`config.mk`:
```
export PLATFORM = sky130hd
export DESIGN_NAME = lsm_mem_sequencer
export DESIGN_NICKNAME = d
export VERILOG_FILES = /design/src/rtl/lsm_mem_sequencer_pkg.sv /design/src/rtl/lsm_prio_enc.sv /design/src/rtl/lsm_mem_sequencer.sv
export SDC_FILE = /design/constraint.sdc
export NUM_CORES = 1
export LEC_CHECK = 0
export ABC_AREA = 1
export CAP_MARGIN = 5
export CORE_UTILIZATION = 50
export DETAILED_ROUTE_END_ITERATION = 10
export PLACE_DENSITY = 0.74
export RECOVER_POWER = 50
export SLEW_MARGIN = 30
export SYNTH_ARGS = -nofsm -noshare
export SYNTH_HDL_FRONTEND = slang
export SYNTH_SLANG_ARGS = --single-unit
```
`constraint.sdc`:
```
create_clock -name i_clk -period 6.6 [get_ports i_clk]
set_input_delay 1.98 -clock i_clk [delete_from_list [all_inputs] [get_ports i_clk]]
set_output_delay 1.98 -clock i_clk [all_outputs]
set_load 0.02 [all_outputs]
```
`src/rtl/lsm_mem_sequencer_pkg.sv`:
```
// Shared definitions for the LDM/STM memory-side sequencer.
//   - state_t      : FSM encoding, also driven out of the top for observability
//   - IR_*         : bit positions of the instruction fields used by the sequencer
//   - popcount16() : number of registers named in a 16-bit register list
package lsm_mem_sequencer_pkg;

  localparam int IR_P       = 24;  // pre (1) / post (0) indexing
  localparam int IR_U       = 23;  // up (1) / down (0)
  localparam int IR_W       = 21;  // base writeback
  localparam int IR_L       = 20;  // load (1) / store (0)
  localparam int IR_RN_LO   = 16;  // Rn occupies IR[19:16]
  localparam int IR_LIST_HI = 15;  // register list occupies IR[15:0]

  typedef enum logic [2:0] {
    S_IDLE  = 3'd0,
    S_SETUP = 3'd1,
    S_ISSUE = 3'd2,
    S_WAIT  = 3'd3,
    S_ADV   = 3'd4,
    S_WB    = 3'd5,
    S_FIN   = 3'd6
  } state_t;

  function automatic logic [4:0] popcount16(input logic [15:0] v);
    logic [4:0] c;
    c = '0;
    for (int i = 0; i < 16; i++) c = c + {4'b0, v[i]};
    return c;
  endfunction

endpackage

```
`src/rtl/lsm_prio_enc.sv`:
```
// Lowest-set-bit priority encoder for a 16-entry register list.
//   i_list  : register list (bit n = register n)
//   o_idx   : index of the lowest set bit (0 when the list is empty)
//   o_valid : list contains at least one set bit
module lsm_prio_enc (
  input  logic [15:0] i_list,
  output logic [3:0]  o_idx,
  output logic        o_valid
);

  // Scanning downwards lets the lowest set bit overwrite any higher one.
  always_comb begin
    o_idx = '0;
    for (int i = 15; i >= 0; i--) begin
      if (i_list[i]) o_idx = 4'(i);
    end
  end

  assign o_valid = |i_list;

endmodule

```
`src/rtl/lsm_mem_sequencer.sv`:
```
// Memory-side sequencer for ARM LDM/STM. Captures IR and the base register on
// i_start, walks the register list lowest-first issuing one word transfer per
// set bit, and finally offers the Rn writeback value.
//   i_clk, i_rst_n         : clock, asynchronous active-low reset
//   i_start                : one-cycle request, honoured only in IDLE
//   i_ir, i_base           : instruction word and value of Rn, captured at start
//   i_moc                  : memory operation complete for the current beat
//   o_mem_en/rw/addr       : memory request (rw: 1 = read/LDM, 0 = write/STM)
//   o_reg_addr, o_reg_we   : register-file address and load strobe of the beat
//   o_wb_en, o_wb_value    : one-cycle Rn writeback strobe and value
//   o_busy, o_done         : operation in flight / one-cycle completion pulse
//   o_state                : current FSM state
//
// Memory handshake: o_mem_en is the request valid and i_moc the completion.
// Once o_mem_en rises (ISSUE) address, direction and register number stay
// constant until i_moc is seen high in WAIT; i_moc is ignored in every other
// state, so a completion that is already high during ISSUE is taken on the
// first WAIT cycle.
module lsm_mem_sequencer
  import lsm_mem_sequencer_pkg::*;
#(
  parameter int AW    = 32,
  parameter int WSTEP = 4
) (
  input  logic          i_clk,
  input  logic          i_rst_n,
  input  logic          i_start,
  input  logic [31:0]   i_ir,
  input  logic [AW-1:0] i_base,
  input  logic          i_moc,
  output logic          o_mem_en,
  output logic          o_mem_rw,
  output logic [AW-1:0] o_mem_addr,
  output logic [3:0]    o_reg_addr,
  output logic          o_reg_we,
  output logic          o_wb_en,
  output logic [AW-1:0] o_wb_value,
  output logic          o_busy,
  output logic          o_done,
  output state_t        o_state
);

  state_t        r_state, w_state_nxt;
  logic          r_p, r_u, r_w, r_l;
  logic [3:0]    r_rn;
  logic [15:0]   r_list_orig;   // list as issued, used for the writeback check
  logic [15:0]   r_list;        // remaining registers, serviced bits cleared
  logic [4:0]    r_cnt;         // remaining beats
  logic [AW-1:0] r_addr;        // base until SETUP, then the current beat address
  logic [AW-1:0] r_wb_value;
  logic          r_adv_ph;      // second cycle of ADV

  logic [3:0]    w_idx;
  logic          w_idx_valid;
  logic [15:0]   w_bit;
  logic [4:0]    w_n;
  logic [AW-1:0] w_span;
  logic [AW-1:0] w_start_addr;
  logic [AW-1:0] w_wb_value;
  logic          w_unused_ir;

  assign w_unused_ir = ^{i_ir[31:25], i_ir[22]};

  lsm_prio_enc u_prio_enc (
    .i_list  (r_list),
    .o_idx   (w_idx),
    .o_valid (w_idx_valid)
  );

  assign w_bit  = 16'b1 << w_idx;
  assign w_n    = popcount16(r_list);
  assign w_span = AW'(w_n) * AW'(WSTEP);

  // r_addr still holds the base while in SETUP. Arithmetic wraps modulo 2^AW.
  always_comb begin
    w_start_addr = r_addr;
    unique case ({r_p, r_u})
      2'b01:   w_start_addr = r_addr;                          // IA
      2'b11:   w_start_addr = r_addr + AW'(WSTEP);             // IB
      2'b00:   w_start_addr = r_addr - w_span + AW'(WSTEP);    // DA
      default: w_start_addr = r_addr - w_span;                 // DB
    endcase
  end

  assign w_wb_value = r_u ? (r_addr + w_span) : (r_addr - w_span);

  always_ff @(posedge i_clk or negedge i_rst_n) begin
    if (!i_rst_n) begin
      r_state     <= S_IDLE;
      r_p         <= 1'b0;
      r_u         <= 1'b0;
      r_w         <= 1'b0;
      r_l         <= 1'b0;
      r_rn        <= '0;
      r_list_orig <= '0;
      r_list      <= '0;
      r_cnt       <= '0;
      r_addr      <= '0;
      r_wb_value  <= '0;
      r_adv_ph    <= 1'b0;
    end else begin
      r_state <= w_state_nxt;
      case (r_state)
        S_IDLE: begin
          if (i_start) begin
            r_p         <= i_ir[IR_P];
            r_u         <= i_ir[IR_U];
            r_w         <= i_ir[IR_W];
            r_l         <= i_ir[IR_L];
            r_rn        <= i_ir[IR_RN_LO +: 4];
            r_list_orig <= i_ir[IR_LIST_HI:0];
            r_list      <= i_ir[IR_LIST_HI:0];
            r_addr      <= i_base;
          end
        end
        S_SETUP: begin
          r_cnt      <= w_n;
          r_addr     <= w_start_addr;
          r_wb_value <= w_wb_value;
        end
        S_ADV: begin
          // First cycle retires the beat; the second decides from the
          // registered count, keeping the decision off the clear/increment path.
          if (!r_adv_ph) begin
            r_list   <= r_list & ~w_bit;
            r_addr   <= r_addr + AW'(WSTEP);
            r_cnt    <= r_cnt - 5'd1;
            r_adv_ph <= 1'b1;
          end else begin
            r_adv_ph <= 1'b0;
          end
        end
        default: ;
      endcase
    end
  end

  always_comb begin
    w_state_nxt = r_state;
    o_mem_en    = 1'b0;
    o_mem_rw    = 1'b0;
    o_mem_addr  = '0;
    o_reg_addr  = '0;
    o_reg_we    = 1'b0;
    o_wb_en     = 1'b0;
    o_wb_value  = '0;
    o_busy      = 1'b0;
    o_done      = 1'b0;
    case (r_state)
      S_IDLE: begin
        if (i_start) w_state_nxt = S_SETUP;
      end
      S_SETUP: begin
        o_busy      = 1'b1;
        w_state_nxt = (w_n == 5'd0) ? S_FIN : S_ISSUE;
      end
      S_ISSUE: begin
        o_busy      = 1'b1;
        o_mem_en    = w_idx_valid;
        o_mem_rw    = r_l;
        o_mem_addr  = r_addr;
        o_reg_addr  = w_idx;
        w_state_nxt = S_WAIT;
      end
      S_WAIT: begin
        o_busy     = 1'b1;
        o_mem_en   = w_idx_valid;
        o_mem_rw   = r_l;
        o_mem_addr = r_addr;
        o_reg_addr = w_idx;
        if (i_moc) begin
          o_reg_we    = r_l;
          w_state_nxt = S_ADV;
        end
      end
      S_ADV: begin
        o_busy = 1'b1;
        if (r_adv_ph) begin
          if (r_cnt == 5'd0) w_state_nxt = r_w ? S_WB : S_FIN;
          else               w_state_nxt = S_ISSUE;
        end
      end
      S_WB: begin
        o_busy = 1'b1;
        // A load into Rn itself beats the base writeback.
        o_wb_en     = ~(r_l & r_list_orig[r_rn]);
        o_wb_value  = r_wb_value;
        w_state_nxt = S_FIN;
      end
      S_FIN: begin
        o_done      = 1'b1;
        w_state_nxt = S_IDLE;
      end
      default: w_state_nxt = S_IDLE;
    endcase
  end

  assign o_state = r_state;

endmodule

```
==> results.md <==
* Vias in the first global route at between 10,000 and 15,000
* Worst Max-Slew Pin Slew at approximately 3800 ps
* Worst hold path startpoint: r_list_orig[9]$_DFFE_PN0P_
* Final Routed Wirelength at between 40,000 and 50,000 um
* Antenna violations before repair at 3
* Hold path depth at 2
* Synth warn at 0
* Ys flop type: dfrtp_1
* I/O pin count at 145
* Max Clock Freq at roughly 160 MHz
* Post-synthesis mux area share at 0%
* Synth Area in XOR/XNOR at 2.83%
* Worst EP required at 6860 ps
* Slew Limit Fails at 108
* Critical path endpoint category: flop
* Starting Density at roughly 50%
* FF-to-FF End: r_wb_value[23]$_DFFE_PN0P_
* Setup TNS at 0 ps
* Total CTS buffers at 17
* GRT overflow at 0
* Die X at ~150 um
* Critical path type: reg -> reg
* DP HPWL at ~32,000 um
* #FFs+latches synth at between 100 and 150
* Post-synth EDFFs at 0
* DIE AREA at approximately 23,000 sq um
* Hold Fails Final Rpt at 0
* Final Skew at approximately 13 ps
* First-pass GRT wire length at 63,900 um
* Core Area at 21,800 sq um
* Cts hold-fix bufs at 0
* Commonest non-fill, non-tap cell in the layout: nand2_1
* Mean routed wirelength per cell at 19.5 um
* Total track usage at between 30% and 40%
* Syn Area/Cell at 6.22 sq um
* Layout cells sized above 1 at between 8 and 9%
* Max-cap check violation count at 2
* Failing checks: capacitance limit, slew limit
* CP startpoint kind: flop
* Complex-gate fraction of the synthesized area at between 10% and 20%
* Clock-pin slew on the worst setup and hold paths at 70 ps
* Mapped Area at ~11,000 sq um
* FP Rows at 54
* Drt drc at 0
* RSZ-0062 raised after global routing: false
* Clk Latency, worst-skew pair at 430 ps
* Final worst path period share at between 90% and 100%
* Most frequent cells in the layout: nand2_1, inv_1, nor2_1
* Status: complete, but fails checks
* Rel. slew slack at -152%
* Routability Congestion at 1.03
* H-tree Lvls at 4
* Syn Nets at 1,892
* Minimum clock period at approximately 6400 ps
* Mapped Cells at around 1,800
* Critical path startpoint: r_list[0]$_DFFE_PN0P_
* Initial DRC Count at between 1,000 and 1,500
* R2R setup slack at approximately 240 ps
* Adder-cell share of the synthesized area at under 10%
* Largest family of logic cells by synthesized area: simple AND/OR/NAND/NOR gates
* Worst-case clock buffer depth at 2
* # nets final at 1,987
* Clk root buf: clkbuf_16
* Final setup viols at 0
* Die height at about 150 um
* R2r startpoint: r_list[0]$_DFFE_PN0P_
* Antenna-violating nets left at 0
* Max FO, Critical Path at 7
* Hold path endpoint: r_list_orig[9]$_DFFE_PN0P_
* Crit path DAT at between 6000 and 7000 ps
* Synth unique cells at 51
* Sequential area share after synthesis at between 20% and 30%
* Post-synthesis async set-or-reset flop share at between 90% and 100%
* Via Count at 12,500
* IO Port Bufs at approximately 140
* Number of clock sinks at roughly 110
* Largest net degree at the start of global routing at 86
* Area growth, synth to finish at 18.6%
* Vias per std cell at around 5.7
* Post-synthesis simple-gate area fraction at between 30 and 40%
* TritonCTS clock tree: yes
* Reg2Reg Depth at 27
* First-pass DRT Iterations at 5
* Worst Hold Class: reg -> reg
## timing repair
action                                 4_1_cts  5_1_grt
endpoints found under the hold margin        0        0
setup endpoints to repair                    0        4
resized for setup                            0        2
setup buffers                                0        0
## flip-flops by register name, summed over array words and instances (netlist names), 3 cells and up
| register | cells |
|---|---|
| r_list | 16 |
| r_wb_value | 32 |
| r_addr | 32 |
| r_list_orig | 16 |
| r_cnt | 5 |
| o_state | 3 |
| r_rn | 4 |
## kinds of logic (layout without fill, tap and decap cells)
group           Yosys count  after routing
simple gates            918            918
buf+inv                 365            473
compound gates          320            320
fa+ha+maj                36             36
other cells               0              1
xor+xnor                 36             36
flops                   113            113
## synth_stat cells, types with 3 or more instances
master | instances | area share [%]
dfrtp_1 | 113 | 25
inv_2 | 14 | 0.47
nor2_2 | 18 | 1.0
buf_6 | 4 | 0.40
o21ai_1 | 8 | 0.36
buf_1 | 3 | 0.10
a21oi_2 | 9 | 0.71
or2_2 | 3 | 0.17
xor2_1 | 34 | 2.7
a22oi_1 | 7 | 0.47
ha_1 | 24 | 2.7
a221oi_1 | 4 | 0.31
fa_1 | 12 | 2.2
nor2_1 | 215 | 7.3
inv_1 | 268 | 9.0
buf_4 | 3 | 0.20
o22ai_1 | 7 | 0.39
clkbuf_1 | 53 | 1.8
nor2_4 | 19 | 1.9
o21ai_0 | 165 | 7.4
a31oi_1 | 9 | 0.51
nand2_2 | 24 | 1.3
nand2_4 | 8 | 0.81
nor4_1 | 5 | 0.28
nand3_4 | 4 | 0.63
a21oi_1 | 65 | 2.9
nor3_1 | 23 | 1.0
buf_2 | 15 | 0.67
nand4_1 | 27 | 1.5
nand3_1 | 118 | 5.3
and3_1 | 3 | 0.17
a221o_1 | 7 | 0.63
o221ai_1 | 5 | 0.39
nand2_1 | 441 | 15
o211ai_1 | 25 | 1.7
nand3_2 | 5 | 0.45
## critical path: stages, from the launching register on
cell	delay, ps
dfrtp_1	400
inv_1	240
fa_1	490
fa_1	520
fa_1	540
fa_1	400
inv_1	60
ha_1	150
inv_1	50
fa_1	370
nor2_1	110
inv_1	60
nand2_1	140
inv_1	70
ha_1	520
nand3_1	190
nand2_1	100
nand2_1	70
nand2_1	120
a21oi_2	100
nor2_1	350
buf_4	250
nand2_1	80
xor2_1	150
nand2_1	50
o21ai_0	290
nand2_1	170
o21ai_0	110
## area by class of cell
| type | instances | area (sq um) |
|---|---|---|
| clock inverters | 15 | 161 |
| clock buffers | 17 | 425 |
| multi-input cells | 1310 | 6860 |
| well taps | 280 | 350 |
| diodes | 1 | 2.50 |
| fillers | 2161 | 8630 |
| flip-flops and latches | 113 | 2830 |
| repair buffers | 154 | 1480 |
| inverters | 287 | 1090 |
## stage by stage
step | worst slack, ps | area (sq um) | hold slack (ps) | instances | util (%)
floorplan | 1320 | 11100 | 442 | 1788 | -
global placement | 535 | 12600 | 461 | 2144 | 57.8
detailed placement | 421 | 12600 | 468 | 2144 | 57.8
CTS | 360 | 13200 | 485 | 2176 | 60.5
global route | 9.60 | 13200 | 507 | 2176 | 60.4
finish | 244 | 13200 | 486 | 2177 | 60.4
## worst max-delay path by stage
stage	endpoint	slack, ps	depth (start not counted)
global placement	r_addr[22]$_DFFE_PN0P_	530	29
detailed placement	r_wb_value[25]$_DFFE_PN0P_	420	28
floorplan	r_addr[18]$_DFFE_PN0P_	1320	31
global route	r_wb_value[23]$_DFFE_PN0P_	10	27
finish	r_wb_value[23]$_DFFE_PN0P_	240	27
CTS	r_wb_value[25]$_DFFE_PN0P_	360	28
## layer usage
| layer | up-vias | share of wire [%] | GRT usage, % |
|---|---|---|---|
| li1 | 5909 | - | - |
| met5 | - | 0.031 | 0 |
| met3 | 91 | 11 | 9.55 |
| met2 | 679 | 42 | 54.7 |
| met4 | 2 | 3.3 | 14.1 |
| met1 | 5785 | 43 | 53.8 |
Power is not shown: default switching activity piles up to over one toggle a cycle in this logic, so the estimate is an artifact.
